===== src/rtl/instruction_decoder_pkg.sv =====
// ============================================================================
// instruction_decoder_pkg : shared opcodes, ALU encodings and control decode
// Rev 1.0
// ============================================================================
`default_nettype none

package instruction_decoder_pkg;

    typedef enum logic [2:0] {
        OP_ADD  = 3'b000,
        OP_ADDI = 3'b001,
        OP_SUB  = 3'b010,
        OP_SUBI = 3'b011,
        OP_LUI  = 3'b100,
        OP_BEQ  = 3'b101,
        OP_SW   = 3'b110,
        OP_LW   = 3'b111
    } opcode_t;

    localparam logic [2:0] c_alu_add = 3'b000;
    localparam logic [2:0] c_alu_sub = 3'b001;
    localparam logic [2:0] c_alu_lui = 3'b011;

    typedef struct packed {
        logic [2:0] alu_op;
        logic       reg_write;
        logic       mem_read;
        logic       mem_write;
        logic       branch;
        logic       jump;
    } ctrl_t;

    localparam ctrl_t c_ctrl_bubble = '{alu_op: c_alu_add, default: 1'b0};

    function automatic ctrl_t decode_ctrl(input logic [2:0] opcode);
        ctrl_t ctrl;
        ctrl = c_ctrl_bubble;
        case (opcode)
            OP_ADD, OP_ADDI: begin
                ctrl.alu_op    = c_alu_add;
                ctrl.reg_write = 1'b1;
            end
            OP_SUB, OP_SUBI: begin
                ctrl.alu_op    = c_alu_sub;
                ctrl.reg_write = 1'b1;
            end
            OP_LUI: begin
                ctrl.alu_op    = c_alu_lui;
                ctrl.reg_write = 1'b1;
            end
            OP_BEQ: begin
                ctrl.alu_op = c_alu_sub;
                ctrl.branch = 1'b1;
            end
            OP_SW: begin
                ctrl.alu_op    = c_alu_add;
                ctrl.mem_write = 1'b1;
            end
            default: begin
                ctrl.alu_op    = c_alu_add;
                ctrl.reg_write = 1'b1;
                ctrl.mem_read  = 1'b1;
            end
        endcase
        return ctrl;
    endfunction

endpackage

`default_nettype wire


===== src/rtl/instruction_decoder_imm_expand.sv =====
// ============================================================================
// instruction_decoder_imm_expand : opcode-dependent immediate expansion
// Rev 1.0
// ============================================================================
`default_nettype none

module instruction_decoder_imm_expand
    import instruction_decoder_pkg::*;
(
    input  logic [2:0]  opcode,
    input  logic [9:0]  imm_field,
    output logic [15:0] imm
);

    always_comb begin
        imm = 16'h0000;
        case (opcode)
            OP_ADDI, OP_BEQ, OP_SW, OP_LW: imm = {{9{imm_field[6]}}, imm_field[6:0]};
            OP_SUBI:                       imm = {{6{imm_field[9]}}, imm_field};
            OP_LUI:                        imm = {imm_field, 6'b000000};
            default:                       imm = 16'h0000;
        endcase
    end

endmodule

`default_nettype wire


===== src/rtl/instruction_decoder.sv =====
// ============================================================================
// instruction_decoder : single-stage registered 16-bit instruction decoder
// Rev 1.0
// ============================================================================
`default_nettype none

module instruction_decoder
    import instruction_decoder_pkg::*;
(
    input  logic        clk,
    input  logic        rst,
    input  logic [15:0] instruction,
    input  logic        in_valid,
    output logic        out_valid,
    output logic [2:0]  alu_op,
    output logic        reg_write,
    output logic        mem_read,
    output logic        mem_write,
    output logic        branch,
    output logic        jump,
    output logic [2:0]  rd_a,
    output logic [2:0]  rs_b,
    output logic [2:0]  rs_c,
    output logic [15:0] imm
);

    logic [15:0] w_imm;
    ctrl_t       w_ctrl;

    instruction_decoder_imm_expand u_imm_expand (
        .opcode    (instruction[15:13]),
        .imm_field (instruction[9:0]),
        .imm       (w_imm)
    );

    // Invalid cycles still carry fields and immediate, but strobes are forced to a bubble.
    always_comb begin
        w_ctrl = c_ctrl_bubble;
        if (in_valid) begin
            w_ctrl = decode_ctrl(instruction[15:13]);
        end
    end

    always_ff @(posedge clk) begin
        if (rst) begin
            out_valid <= 1'b0;
            alu_op    <= 3'b000;
            reg_write <= 1'b0;
            mem_read  <= 1'b0;
            mem_write <= 1'b0;
            branch    <= 1'b0;
            jump      <= 1'b0;
            rd_a      <= 3'b000;
            rs_b      <= 3'b000;
            rs_c      <= 3'b000;
            imm       <= 16'h0000;
        end else begin
            out_valid <= in_valid;
            alu_op    <= w_ctrl.alu_op;
            reg_write <= w_ctrl.reg_write;
            mem_read  <= w_ctrl.mem_read;
            mem_write <= w_ctrl.mem_write;
            branch    <= w_ctrl.branch;
            jump      <= w_ctrl.jump;
            rd_a      <= instruction[12:10];
            rs_b      <= instruction[9:7];
            rs_c      <= instruction[2:0];
            imm       <= w_imm;
        end
    end

endmodule

`default_nettype wire


===== config.mk =====
export PLATFORM = sky130hd
export DESIGN_NAME = instruction_decoder
export DESIGN_NICKNAME = d
export VERILOG_FILES = /design/src/rtl/instruction_decoder_pkg.sv /design/src/rtl/instruction_decoder_imm_expand.sv /design/src/rtl/instruction_decoder.sv
export SDC_FILE = /design/constraint.sdc
export NUM_CORES = 1
export LEC_CHECK = 0
export ABC_AREA = 1
export CAP_MARGIN = 20
export CORE_MARGIN = 4
export CORE_UTILIZATION = 41
export CTS_BUF_LIST = sky130_fd_sc_hd__clkbuf_8
export CTS_CLUSTER_DIAMETER = 100
export CTS_CLUSTER_SIZE = 16
export DETAILED_ROUTE_END_ITERATION = 7
export HOLD_SLACK_MARGIN = 0.05
export PLACE_DENSITY = 0.8
export SETUP_SLACK_MARGIN = 0.05
export SYNTH_ARGS = -nofsm -noshare
export SYNTH_HDL_FRONTEND = slang
export SYNTH_SLANG_ARGS = --single-unit
export TNS_END_PERCENT = 1

===== constraint.sdc =====
create_clock -name clk -period 1.01 [get_ports clk]
set_input_delay 0.101 -clock clk [delete_from_list [all_inputs] [get_ports clk]]
set_output_delay 0.101 -clock clk [all_outputs]
set_load 0.02 [all_outputs]

# Word level (Yosys, flattened, before mapping)
# Index checks and enable logic that the tools add are counted.
dict set report op_classes {
  muxes 6
  eq_ne 7
  reduce_logical 6
  bitwise_logic 1
}
# op n
set ops {}
lappend ops {{one-hot mux 16 bit (3 select lines)} 1}
lappend ops {{== test 3 bit (second input constant)} 4}
lappend ops {{OR reduction 7 bit} 1}
lappend ops {{== test 3 x 2 -> 1 bit (second input constant)} 2}
lappend ops {{2-to-1 mux 1 bit} 4}
lappend ops {{one-hot mux 2 bit (2 select lines)} 1}
lappend ops {{OR reduction 2 bit} 2}
lappend ops {{OR reduction 4 bit} 1}
lappend ops {{== test 3 x 1 -> 1 bit (second input constant)} 1}
lappend ops {{logical NOT 3 bit} 1}
lappend ops {{OR reduction 3 bit} 1}
lappend ops {{inverter 1 bit} 1}
dict set report totals {
  in_bits 19
  regBits 34
  wordCells 31
  output_inout_bits 34
}

# Logic depth before layout (Yosys ltp)
# Gate-level depths: netlist (run 1).
dict set report depth {
  depth_word 3
  ltp_mapped 6
  ltp_nobuf 5
}

# Hierarchy
# A second synthesis (run 1) with hierarchy kept.
dict set report hier_totals {
  hier_cells 154
  area_unflattened_um2 1234.9
}
# module area_each_um2 n_inst cells_per_inst seq_area_each_um2
set modules_own_cells {}
lappend modules_own_cells {instruction_decoder 980.9 1 108 640.6}
lappend modules_own_cells {instruction_decoder_imm_expand 254.0 1 46 0.0}

# Least setup slack after synthesis (run 1)
# No wires, ideal clock.
dict set report synth_path {
  path_type {input to register}
  from {input rst}
  to {register alu_op[1]}
  slack_ns 0.223
  arrival_time_ns 0.699
  cell_stages 4
  required_ns 0.922
  setup_time_ns 0.088
  path_cell_list {buf_2 -> or2_1 -> buf_2 -> nor4_2}
}
dict set report synth_between {
  elab_chain_len 1
}
# element line
set synth_lines {}
lappend synth_lines {{from (decl)} instruction_decoder.sv:11} ;# input logic rst,
lappend synth_lines {{OR reduction 2 bit (no line)} -}
lappend synth_lines {{to (signal assigned)} instruction_decoder.sv:59} ;# alu_op <= w_ctrl.alu_op;
lappend synth_lines {{to (decl)} instruction_decoder.sv:15} ;# output logic [2:0] alu_op,
# Every way passes these cells.
# A chain may end at the register's enable or synchronous reset.

# Worst setup path in the final report (run 1)
dict set report layout_path {
  from {input instruction[9]}
  to {register imm[13]}
}
dict set report layout_between {
  elab_chain_len 1
}
# element line
set layout_lines {}
lappend layout_lines {{from (decl)} instruction_decoder.sv:12} ;# input logic [15:0] instruction,
lappend layout_lines {{one-hot mux 16 bit (3 select lines)} instruction_decoder_imm_expand.sv:17} ;# case (opcode)
lappend layout_lines {{to (signal assigned)} instruction_decoder.sv:68} ;# imm <= w_imm;
lappend layout_lines {{to (decl)} instruction_decoder.sv:24} ;# output logic [15:0] imm
# Every way passes these cells.

==> metrics.sh, run 1 <==
ROWS=18
CTS_INSERTED_BUFFERS=5
FINAL_HOLD_VIOL_COUNT=0
DRT-WIRELENGTH-PER-CELL_UM=13.0
SEQ_AREA_UM2=641
TOTALPOWERFINAL_mW=2.65
DRC_ERRORS=0
POWER.LEAKAGE_nW=0.886
HOLD_PATH_DEPTH=3
OUTCOME='completed'
CP-START-KIND='input port'
SETUP_VIOL_COUNT_FINAL=0
CTS_ROOT_BUF='sky130_fd_sc_hd__clkbuf_8'
MAX_CAP_VIOLATIONS=0
MULTIINPUTGATEAREA_UM2=367
NETLIST.AREA_LEADER.SHARE=0.576
CLOCK_TREE.HTREE_LEVEL_COUNT=2
TIMING.FINAL.CRIT_PERIOD_PS=908
AREA_GROWTH_PCT=47.0
GLOBAL_ROUTE.OVERFLOW_TOTAL=0
TIMING.CRITICAL_PATH.ARRIVAL_PS=1120
DRT_PRE_ANTENNA_ITERS=4
VIAS=1089
WORST_HOLD_STARTPOINT='instruction[13]'
FINAL-INSTANCE-COUNT-EXCL-FILL=230
CRIT_PATH_END_KIND='register'
PLACE_CONGESTION=0.854
FINAL_CELL_AREA_UM2=1640
SYNTH_COMMON_CELLS='34 x sky130_fd_sc_hd__nor2_1, 32 x sky130_fd_sc_hd__dfxtp_1, 17 x sky130_fd_sc_hd__inv_1, 17 x sky130_fd_sc_hd__nand2_1, 11 x sky130_fd_sc_hd__nand3_1'
GRT_START_MAX_NET_PINS=26
DIE-WIDTH_UM=60.1
N_ANTENNA_CELL=0
SYNTHMOSTINSTANTIATEDCELL='sky130_fd_sc_hd__nor2_1'
MIN_DELAY_WORST_ENDPOINT='alu_op[1]'
PROPORTION_OF_SYNTHESIZED_CHIP_AREA_IN_SEQUENTIAL_CELLS=0.576
IRDROPWORSTVDD_V=0.00140
HOLD_PATH.CLASS='input port to register'
NUMBER_OF_GLOBAL_ROUTE_VIAS_BEFORE_REPAIR=1065
CTS_MAX_PATH_BUFFERS=2
CTS_HOLD_REPAIR.BUFFERS=0
GRT_PASS1_WL_UM=4720
FINALSETUPTNS_PS=0
INITIAL_CORE_UTIL=0.441
POST-ROUTE-PERIOD-UTIL=0.899
VIASPERCELL=4.73
DETAIL_ROUTE.WIRELENGTH_UM=2990
DETAILED_PLACE.AREA_UM2=1700
YOSYSTOPAREACELL='sky130_fd_sc_hd__dfxtp_1'
HPWL_UM=2190
DRV_SLEW=0
SYNTH_EDF_COUNT=0
LAYOUT.FILLER_CELLS=226
DIE_H_UM=60.1
CRITPATHMAXFANOUT=7
ANTENNA_FOUND_INITIAL=0
CLOCK_TREE_FROM_TRITONCTS='done'
SYNTH_AREA_UM2=1110
POST_ROUTE_CELLS_DRIVE_ABOVE_1_SHARE=0.295
CRIT_TYPE='input port to register'
PORT_BUFFERS=50
IO_PINS=53
DIE-AREA_UM2=3610
DOMINANT_CELLS_BY_AREA_AFTER_SYNTHESIS='sky130_fd_sc_hd__dfxtp_1 58%, sky130_fd_sc_hd__nor2_1 11%, sky130_fd_sc_hd__inv_1 5.7%, sky130_fd_sc_hd__nand2_1 5.7%, sky130_fd_sc_hd__nand3_1 4.9%'
FINAL_NET_COUNT=219
CLOCK-SINKS=32
SYNTH-SEQ-CELLS=32
POST_SYNTH_INST_COUNT=135
POST-PLACE-WS_PS=-392
SYNTHESIS.YOSYS.WARNINGS=0
CORE_AREA_UM2=2520
CRIT_REQUIRED_PS=1220
POST-ROUTE-WORST-SETUP-SLACK_PS=102
FINAL_ANTENNA_NET_COUNT=0
POSTSYNTH.TOPFLOPCELL='sky130_fd_sc_hd__dfxtp_1'
SYN-MEAN-INSTANCE-AREA_UM2=8.24
UNREPAIRED_SETUP_ENDPOINTS_AFTER_GLOBAL_ROUTING='no'
PWR_DENSITY_CELL_nW_PER_UM2=1620
SYNTH.LIB_CELLS_USED.DISTINCT=18
CTS.REPORTEDPATHS.CLKPINSLEW_PS=60
MAX_FREQ_GHz=1.10
YS_ASYNC_SR_FRACTION=0
DRC_VIOLATION_TOTAL_AFTER_THE_FIRST_TRITONROUTE_ITERATION=32
DP_CELLS=221
TRACK_USAGE=0.182
[registers in the layout, summed over array words and instances (netlist names), 2 cells and up]
register,flops
imm,16
rd_a,3
rs_b,3
rs_c,3
alu_op,2
[where the power goes]
part           internal [mW]  total (mW)  switching, mW
combinational          0.181       0.442          0.261
sequential              1.33        1.35         0.0174
clock                  0.456       0.861          0.404
[per-layer routing]
layer	wire, um	GRT usage	up-vias	part of all wire
met5	0	0	-	0
li1	-	-	536	-
met2	1440	0.312	47	0.48
met3	275	0.0626	6	0.092
met4	46	0.0759	0	0.015
met1	1220	0.202	500	0.41
[critical path, cell delays in order]
cell and delay, ps:
sky130_fd_sc_hd__clkdlybuf4s50_1 520, sky130_fd_sc_hd__nand4_1 100, sky130_fd_sc_hd__buf_4 180, sky130_fd_sc_hd__nand2_1 70, sky130_fd_sc_hd__nor2_1 40, sky130_fd_sc_hd__nor2_1 100
[kinds of logic (layout without fill, tap and decap cells)]
group                  Yosys count  in the layout  share of synthesized area
DFF                             32             32                      0.576
AOI/OAI and AO/OA                2              2                     0.0191
and+or+nand+nor                 74             75                      0.294
buffers and inverters           26             89                      0.108
other                            1              2                    0.00337
[cell type report]
cell class	instances	area share
timing repair buffer	65	0.275
sequential	32	0.392
clock buffer	5	0.0421
inverter	17	0.0390
tap	30	0.0230
multi-input combinational	79	0.224
clock inverter	2	0.00536
[how the worst max path moves through the flow]
| stage | startpoint | to | cells after the start |
|---|---|---|---|
| CTS | imm[1] | imm[1] | 1 |
| finish | instruction[9] | imm[13] | 6 |
| floorplan | rst | alu_op[1] | 4 |
| global placement | instruction[13] | imm[12] | 5 |
| detailed placement | instruction[13] | imm[13] | 5 |
| global route | instruction[14] | imm[8] | 7 |
[layout by cell type, fill, tap and decap left out]
master,instances
sky130_fd_sc_hd__clkbuf_2,29
sky130_fd_sc_hd__nor2_1,34
sky130_fd_sc_hd__nand4_1,3
sky130_fd_sc_hd__clkdlybuf4s50_1,15
sky130_fd_sc_hd__or2_1,1
sky130_fd_sc_hd__nand3_1,11
sky130_fd_sc_hd__nand2_2,1
sky130_fd_sc_hd__dlygate4sd2_1,1
sky130_fd_sc_hd__nor3_1,5
sky130_fd_sc_hd__clkinv_2,1
sky130_fd_sc_hd__nand2_1,17
sky130_fd_sc_hd__a21oi_1,1
sky130_fd_sc_hd__conb_1,2
sky130_fd_sc_hd__clkbuf_8,5
sky130_fd_sc_hd__dfxtp_1,32
sky130_fd_sc_hd__nor4_2,1
sky130_fd_sc_hd__buf_2,4
sky130_fd_sc_hd__a21oi_4,1
sky130_fd_sc_hd__inv_1,18
sky130_fd_sc_hd__dlymetal6s2s_1,1
sky130_fd_sc_hd__nor2_4,2
sky130_fd_sc_hd__buf_4,15
[stage by stage]
step | hold slack (ps) | utilization
6_report | 277 | 0.648
5_1_grt | 281 | 0.648
4_1_cts | 354 | 0.711
3_5_place_dp | 640 | 0.675
3_3_place_gp | 634 | 0.675
2_1_floorplan | 208 | -
[repair_timing]
action / in CTS / in global routing
pin swaps: 2 / 1
hold endpoints to repair: 0 / 0
setup endpoints to repair: 47 / 47
gates cloned: 1 / 0
setup buffers: 1 / 0
resized for setup: 65 / 41
Power figures use the tool's default switching activity.
==> run 2: changes to the inputs <==
- clock period: 1.01 -> 1 ns (I/O delays scaled with it)
==> run 2 against run 1 <==
Effect of this change: clock power up 13%; sequential share of layout area down 0.62 points; critical path depth down 5; critical path type is now register to output pin.
==> metrics.sh, run 2 (synthesis results as in run 1) <==
CTS_INSERTED_BUFFERS=5  # unchanged
CRIT_FAMILY='flip-flops'
HOLD_PATH.CLASS='input port to register'
CRIT_PATH_END='branch'
FINAL.HOLD.WORST_SLACK_PS=206  # -70.8 ps
CLOCK-SINKS=32  # unchanged
ANTENNA_FOUND_INITIAL=0  # unchanged
N_ANTENNA_CELL=0  # unchanged
PATH_CELLS='buf_2'
LAYOUT.CELLS.MOST_COMMON='sky130_fd_sc_hd__nor2_1'
CTS_MAX_PATH_BUFFERS=2  # unchanged
DRT_PRE_ANTENNA_ITERS=4  # unchanged
DRC_VIOLATION_TOTAL_AFTER_THE_FIRST_TRITONROUTE_ITERATION=35  # +9.4%
UNREPAIRED_SETUP_ENDPOINTS_AFTER_GLOBAL_ROUTING='no'
ROWS=18  # unchanged
FINAL_CELL_MIX='34 x sky130_fd_sc_hd__nor2_1, 32 x sky130_fd_sc_hd__dfxtp_1, 19 x sky130_fd_sc_hd__inv_1, 18 x sky130_fd_sc_hd__clkbuf_2, 17 x sky130_fd_sc_hd__nand2_1'
CRITPATHMAXFANOUT=1  # -6
GRT_PASS1_WL_UM=4650  # -1.5%
STARTPOINT='branch'
CRITPATHBUFINV=1  # -1
MAX_FREQ_GHz=1.15
GLOBAL_ROUTE.OVERFLOW_TOTAL=0  # unchanged
HPWL_UM=2200  # +0.43%
NUMBER_OF_GLOBAL_ROUTE_VIAS_BEFORE_REPAIR=1079  # +1.3%
GROUTE.LAYER.MET2.USAGE=0.295  # -0.0170
CTS_HOLD_REPAIR.BUFFERS=0  # unchanged
CLOCK_TREE.HTREE_LEVEL_COUNT=2  # unchanged
VIAS=1109  # +1.8%
CRIT_REQUIRED_PS=900  # -320 ps
TRACK_USAGE=0.175  # -0.00621
CRIT_PATH_END_KIND='output pin'
CTS_ROOT_BUF='sky130_fd_sc_hd__clkbuf_8'
DIE-WIDTH_UM=60.1  # unchanged
FINAL_HOLD_VIOL_COUNT=0  # unchanged
POST_ROUTE_CELLS_DRIVE_ABOVE_1_SHARE=0.297  # +0.00203
CTS.REPORTEDPATHS.CLKPINSLEW_PS=60  # about the same
POWER.LEAKAGE_nW=0.916  # +3.4%
LAYOUT.FILLER_CELLS=221  # -2.2%
PORT_BUFFERS=50  # unchanged
LARGEST_REGISTER_FFS=16  # unchanged
LAYOUT.CORE_UTILIZATION=0.659  # +0.0104
GRT.BUSIEST_LAYER='met2'
LARGEST-REGISTER='imm'
CLOCK_TREE_FROM_TRITONCTS='done'
FINAL_NET_COUNT=220  # +0.46%
CRITICAL_PATH_CELL_COUNT=1  # -5
SETUP_VIOL_COUNT_FINAL=0  # unchanged
IO_PINS=53  # unchanged
DETAIL_ROUTE.WIRELENGTH_UM=2980  # -0.20%
GRT_START_MAX_NET_PINS=26  # unchanged
POST-ROUTE-PERIOD-UTIL=0.870
CRITICAL-PATH-MAX-STAGE-DELAY_PS=320  # -200 ps
PLACE_CONGESTION=0.854  # about the same
DRT-WIRELENGTH-PER-CELL_UM=12.8  # -1.1%
DRC_ERRORS=0  # unchanged
FINAL_ANTENNA_NET_COUNT=0  # unchanged
INITIAL_CORE_UTIL=0.441  # unchanged
TIMING.CRITICAL_PATH.ARRIVAL_PS=770  # -350 ps
IRDROPWORSTVDD_V=0.00144  # +3.0%
CP-START-KIND='register'
TIMING.CRITICAL_PATH.SLOWEST_STAGE_CELL='sky130_fd_sc_hd__dfxtp_1'
MAX_CAP_VIOLATIONS=0  # unchanged
TIMING.FINAL.CRIT_PERIOD_PS=870
AREA_GROWTH_PCT=49.4
DIE-AREA_UM2=3610  # unchanged
DRV_SLEW=0  # unchanged
OUTCOME='completed'
PWR_DENSITY_CELL_nW_PER_UM2=1670  # +3.1%
DIE_H_UM=60.1  # unchanged
CORE_AREA_UM2=2520  # unchanged
CRIT_TYPE='register to output pin'
VIASPERCELL=4.78  # +0.96%
GRT.MET3_USAGE=0.0648  # +0.00216
USE_MET1=0.197  # -0.00524
==> run 2: worst min-delay path by stage <==
stage,from,to,depth (start not counted)
floorplan,instruction[10],rd_a[0],2
global placement,instruction[10],rd_a[0],3
detailed placement,instruction[11],rd_a[1],3
CTS,instruction[14],alu_op[0],3
global route,instruction[9],rs_b[2],4
finish,instruction[9],rs_b[2],4
==> run 2: per-layer routing <==
layer  up-vias  wire length, um
li1        537                -
met1       503             1160
met2        60             1430
met3         9              314
met4         0               74
met5         -                0
==> run 2: power by group <==
part,leakage [nW],switching [mW],internal (mW)
combinational,0.598,0.262,0.184
clock,0.0538,0.431,0.539
sequential,0.264,0.0167,1.34
total,0.916,0.709,2.07
==> run 2: cell type report <==
type / count / area, um^2 / area share
clock inverter: 2 / 7.51 / 0.00452
timing repair buffer: 66 / 463 / 0.279
inverter: 17 / 63.8 / 0.0384
multi-input combinational: 79 / 367 / 0.221
clock buffer: 6 / 82.6 / 0.0497
sequential: 32 / 641 / 0.386
tap: 30 / 37.5 / 0.0226
==> run 2: metrics by stage <==
step	setup slack [ps]	cells	area [um^2]	power [mW]	setup TNS, ps
after global routing	63.7	232	1660	2.91	0
after detailed placement	-427	221	1700	1.89	-7320
after floorplan	214	136	1120	1.62	0
after CTS	7.37	232	1840	2.83	0
after global placement	-359	221	1700	1.88	-6320
final	130	232	1660	2.77	0
==> run 2: what timing repair did <==
item                                    in CTS  in global routing
endpoints found under the setup margin      47                 48
buffers inserted                             2                  0
pin swaps                                    3                  2
cloned                                       1                  0
gates resized for setup                     82                 37
==> run 3: changes to the inputs <==
- CORE_UTILIZATION: 41 -> 44
- PLACE_DENSITY: 0.8 -> 0.85
- clock period: 1 -> 1.03 ns (I/O delays scaled with it)
==> run 3 against run 2 <==
Effect of this change: critical path type unchanged; clock power fell by 0.8%; sequential power fell by 3%; sequential share of layout area fell by 3.0 points.
==> metrics.sh, run 3 (synthesis results as in run 1) <==
DRC_VIOLATION_TOTAL_AFTER_THE_FIRST_TRITONROUTE_ITERATION=37  # +5.7%
INTERNAL_POWER_mW=2.04  # -1.2%
POWER.SHARE.COMBINATIONAL=0.166  # +0.005
DIE-WIDTH_UM=58.3  # -3.0%
AREA_GROWTH_PCT=62.0
CRIT_FAMILY='flip-flops'
DRC_ERRORS=0  # unchanged
GRT_PASS1_WL_UM=4710  # +1.3%
CTS_INSERTED_BUFFERS=5  # unchanged
DETAIL_ROUTE.WIRELENGTH_UM=2890  # -3.1%
FINAL_HOLD_VIOL_COUNT=0  # unchanged
IRDROPWORSTVDD_V=0.00144  # -0.15%
ANTENNA_FOUND_INITIAL=0  # unchanged
SEQ_POWER_SHARE=0.483  # -0.007
PATH_CELLS='clkdlybuf4s15_2'
IO_PINS=53  # unchanged
POST_ROUTE_CELLS_DRIVE_ABOVE_1_SHARE=0.284  # -0.0128
UNREPAIRED_SETUP_ENDPOINTS_AFTER_GLOBAL_ROUTING='yes'
PWR_DENSITY_CELL_nW_PER_UM2=1520  # -9.0%
HPWL_UM=2160  # -1.7%
CTS.REPORTEDPATHS.CLKPINSLEW_PS=60  # about the same
FINAL_NET_COUNT=215  # -2.3%
VIAS=1057  # -4.7%
CRIT_TYPE='register to output pin'
FINAL_CELL_MIX='34 x sky130_fd_sc_hd__nor2_1, 32 x sky130_fd_sc_hd__dfxtp_1, 30 x sky130_fd_sc_hd__clkdlybuf4s15_2, 17 x sky130_fd_sc_hd__inv_1, 17 x sky130_fd_sc_hd__nand2_1'
POWER.LEAKAGE_nW=0.854  # -6.8%
NETSWITCHINGPOWER_mW=0.696  # -1.9%
DRT-WIRELENGTH-PER-CELL_UM=12.8  # about the same
ROWS=17  # -1
NUMBER_OF_GLOBAL_ROUTE_VIAS_BEFORE_REPAIR=1051  # -2.6%
CLOCK_POWER_SHARE=0.352  # +0.002
MAX_FREQ_GHz=1.03
LARGEST-REGISTER='imm'
DIE-AREA_UM2=3400  # -5.9%
CRITPATHMAXFANOUT=1  # unchanged
CRITPATHBUFINV=1  # unchanged
CTS_MAX_PATH_BUFFERS=2  # unchanged
TRACK_USAGE=0.187  # +0.0118
TIMING.FINAL.CRIT_PERIOD_PS=966
PORT_BUFFERS=50  # unchanged
MAX_CAP_VIOLATIONS=0  # unchanged
FINAL_ANTENNA_NET_COUNT=0  # unchanged
LARGEST_REGISTER_FFS=16  # unchanged
CRIT_REQUIRED_PS=930  # +30 ps
SETUP_VIOL_COUNT_FINAL=0  # unchanged
CRITICAL-PATH-MAX-STAGE-DELAY_PS=320  # about the same
DRT_PRE_ANTENNA_ITERS=4  # unchanged
CRITICAL_PATH_CELL_COUNT=1  # unchanged
HOLD_PATH_DEPTH=3  # -1
CTS_ROOT_BUF='sky130_fd_sc_hd__clkbuf_8'
GRT_START_MAX_NET_PINS=26  # unchanged
TIMING.CRITICAL_PATH.ARRIVAL_PS=860  # +90 ps
CRIT_PATH_END_KIND='output pin'
HOLD_PATH.CLASS='input port to register'
PLACE_CONGESTION=0.864  # +1.2%
GLOBAL_ROUTE.OVERFLOW_TOTAL=0  # unchanged
LAYOUT.FILLER_CELLS=154  # -30%
CP-START-KIND='register'
POST-ROUTE-PERIOD-UTIL=0.938
OUTCOME='completed'
DIE_H_UM=58.3  # -3.0%
TOTALPOWERFINAL_mW=2.74  # -1.4%
LAYOUT.CELLS.MOST_COMMON='sky130_fd_sc_hd__nor2_1'
CTS_HOLD_REPAIR.BUFFERS=0  # unchanged
FINAL.HOLD.WORST_SLACK_PS=349  # +143 ps
TIMING.CRITICAL_PATH.SLOWEST_STAGE_CELL='sky130_fd_sc_hd__dfxtp_1'
CORE_AREA_UM2=2320  # -8.1%
DRV_SLEW=0  # unchanged
CLOCK_TREE_FROM_TRITONCTS='done'
POWER.SWITCHING_FRACTION=0.254  # -0.00132
CLOCK-SINKS=32  # unchanged
VIASPERCELL=4.70  # -1.7%
INITIAL_CORE_UTIL=0.480  # +0.0388
N_ANTENNA_CELL=0  # unchanged
CLOCK_TREE.HTREE_LEVEL_COUNT=2  # unchanged
## run 3: cell count changes in the layout (fill, tap and decap cells not counted), sizes merged
cell and delta:
buf -18, nor2 -1, clkbuf -17, dlymetal6s2s -2
inv -2, clkdlybuf4s15 +30, clkinv +2, dlygate4sd2 +2
clkdlybuf4s50 +1
## run 3: final timing paths
check	startpoint	endpoint	slack (ps)
hold / removal	instruction[10]	rd_a[0]	350
setup / recovery	imm[9]	imm[9]	60
## run 3: final cells by class
type | instances | area (um^2) | area share
Tap cell | 28 | 35.0 | 0.0194
Clock buffer | 6 | 82.6 | 0.0458
Clock inverter | 2 | 10.0 | 0.00556
Sequential cell | 32 | 641 | 0.356
Timing Repair Buffer | 62 | 614 | 0.341
Multi-Input combinational cell | 78 | 355 | 0.197
Inverter | 17 | 63.8 | 0.0354
## run 3: what timing repair did
item	4_1_cts	5_1_grt
endpoints found under the hold margin	0	0
pin swaps	1	0
buffers inserted	2	0
resized for setup	99	1
gates cloned	0	0
setup endpoints to repair	51	20
## run 3: power by group through the flow
stage / Combinational [mW] / Sequential (mW) / Clock (mW)
floorplan: 0.149 / 1.43 / 0
CTS: 0.455 / 1.32 / 0.994
detailed placement: 0.473 / 1.35 / 0
global placement: 0.464 / 1.34 / 0
finish: 0.453 / 1.32 / 0.962
global route: 0.491 / 1.33 / 1.05
## run 3: metal layers
layer | GRT usage | up-vias | share of wire
li1 | - | 528 | -
met4 | 0.0695 | 0 | 0.016
met2 | 0.332 | 56 | 0.50
met3 | 0.0713 | 7 | 0.099
met5 | 0 | - | 0
met1 | 0.199 | 466 | 0.38
## run 3: per-stage QoR
step,utilization,setup TNS [ps],instance area [um^2],instances,setup WS (ps)
floorplan,-,0,1120,136,241
global placement,0.720,-5840,1670,215,-337
detailed placement,0.720,-7020,1670,215,-378
CTS,0.779,0,1810,225,6.89
global route,0.777,0,1800,225,32.6
finish,0.777,0,1800,225,63.6
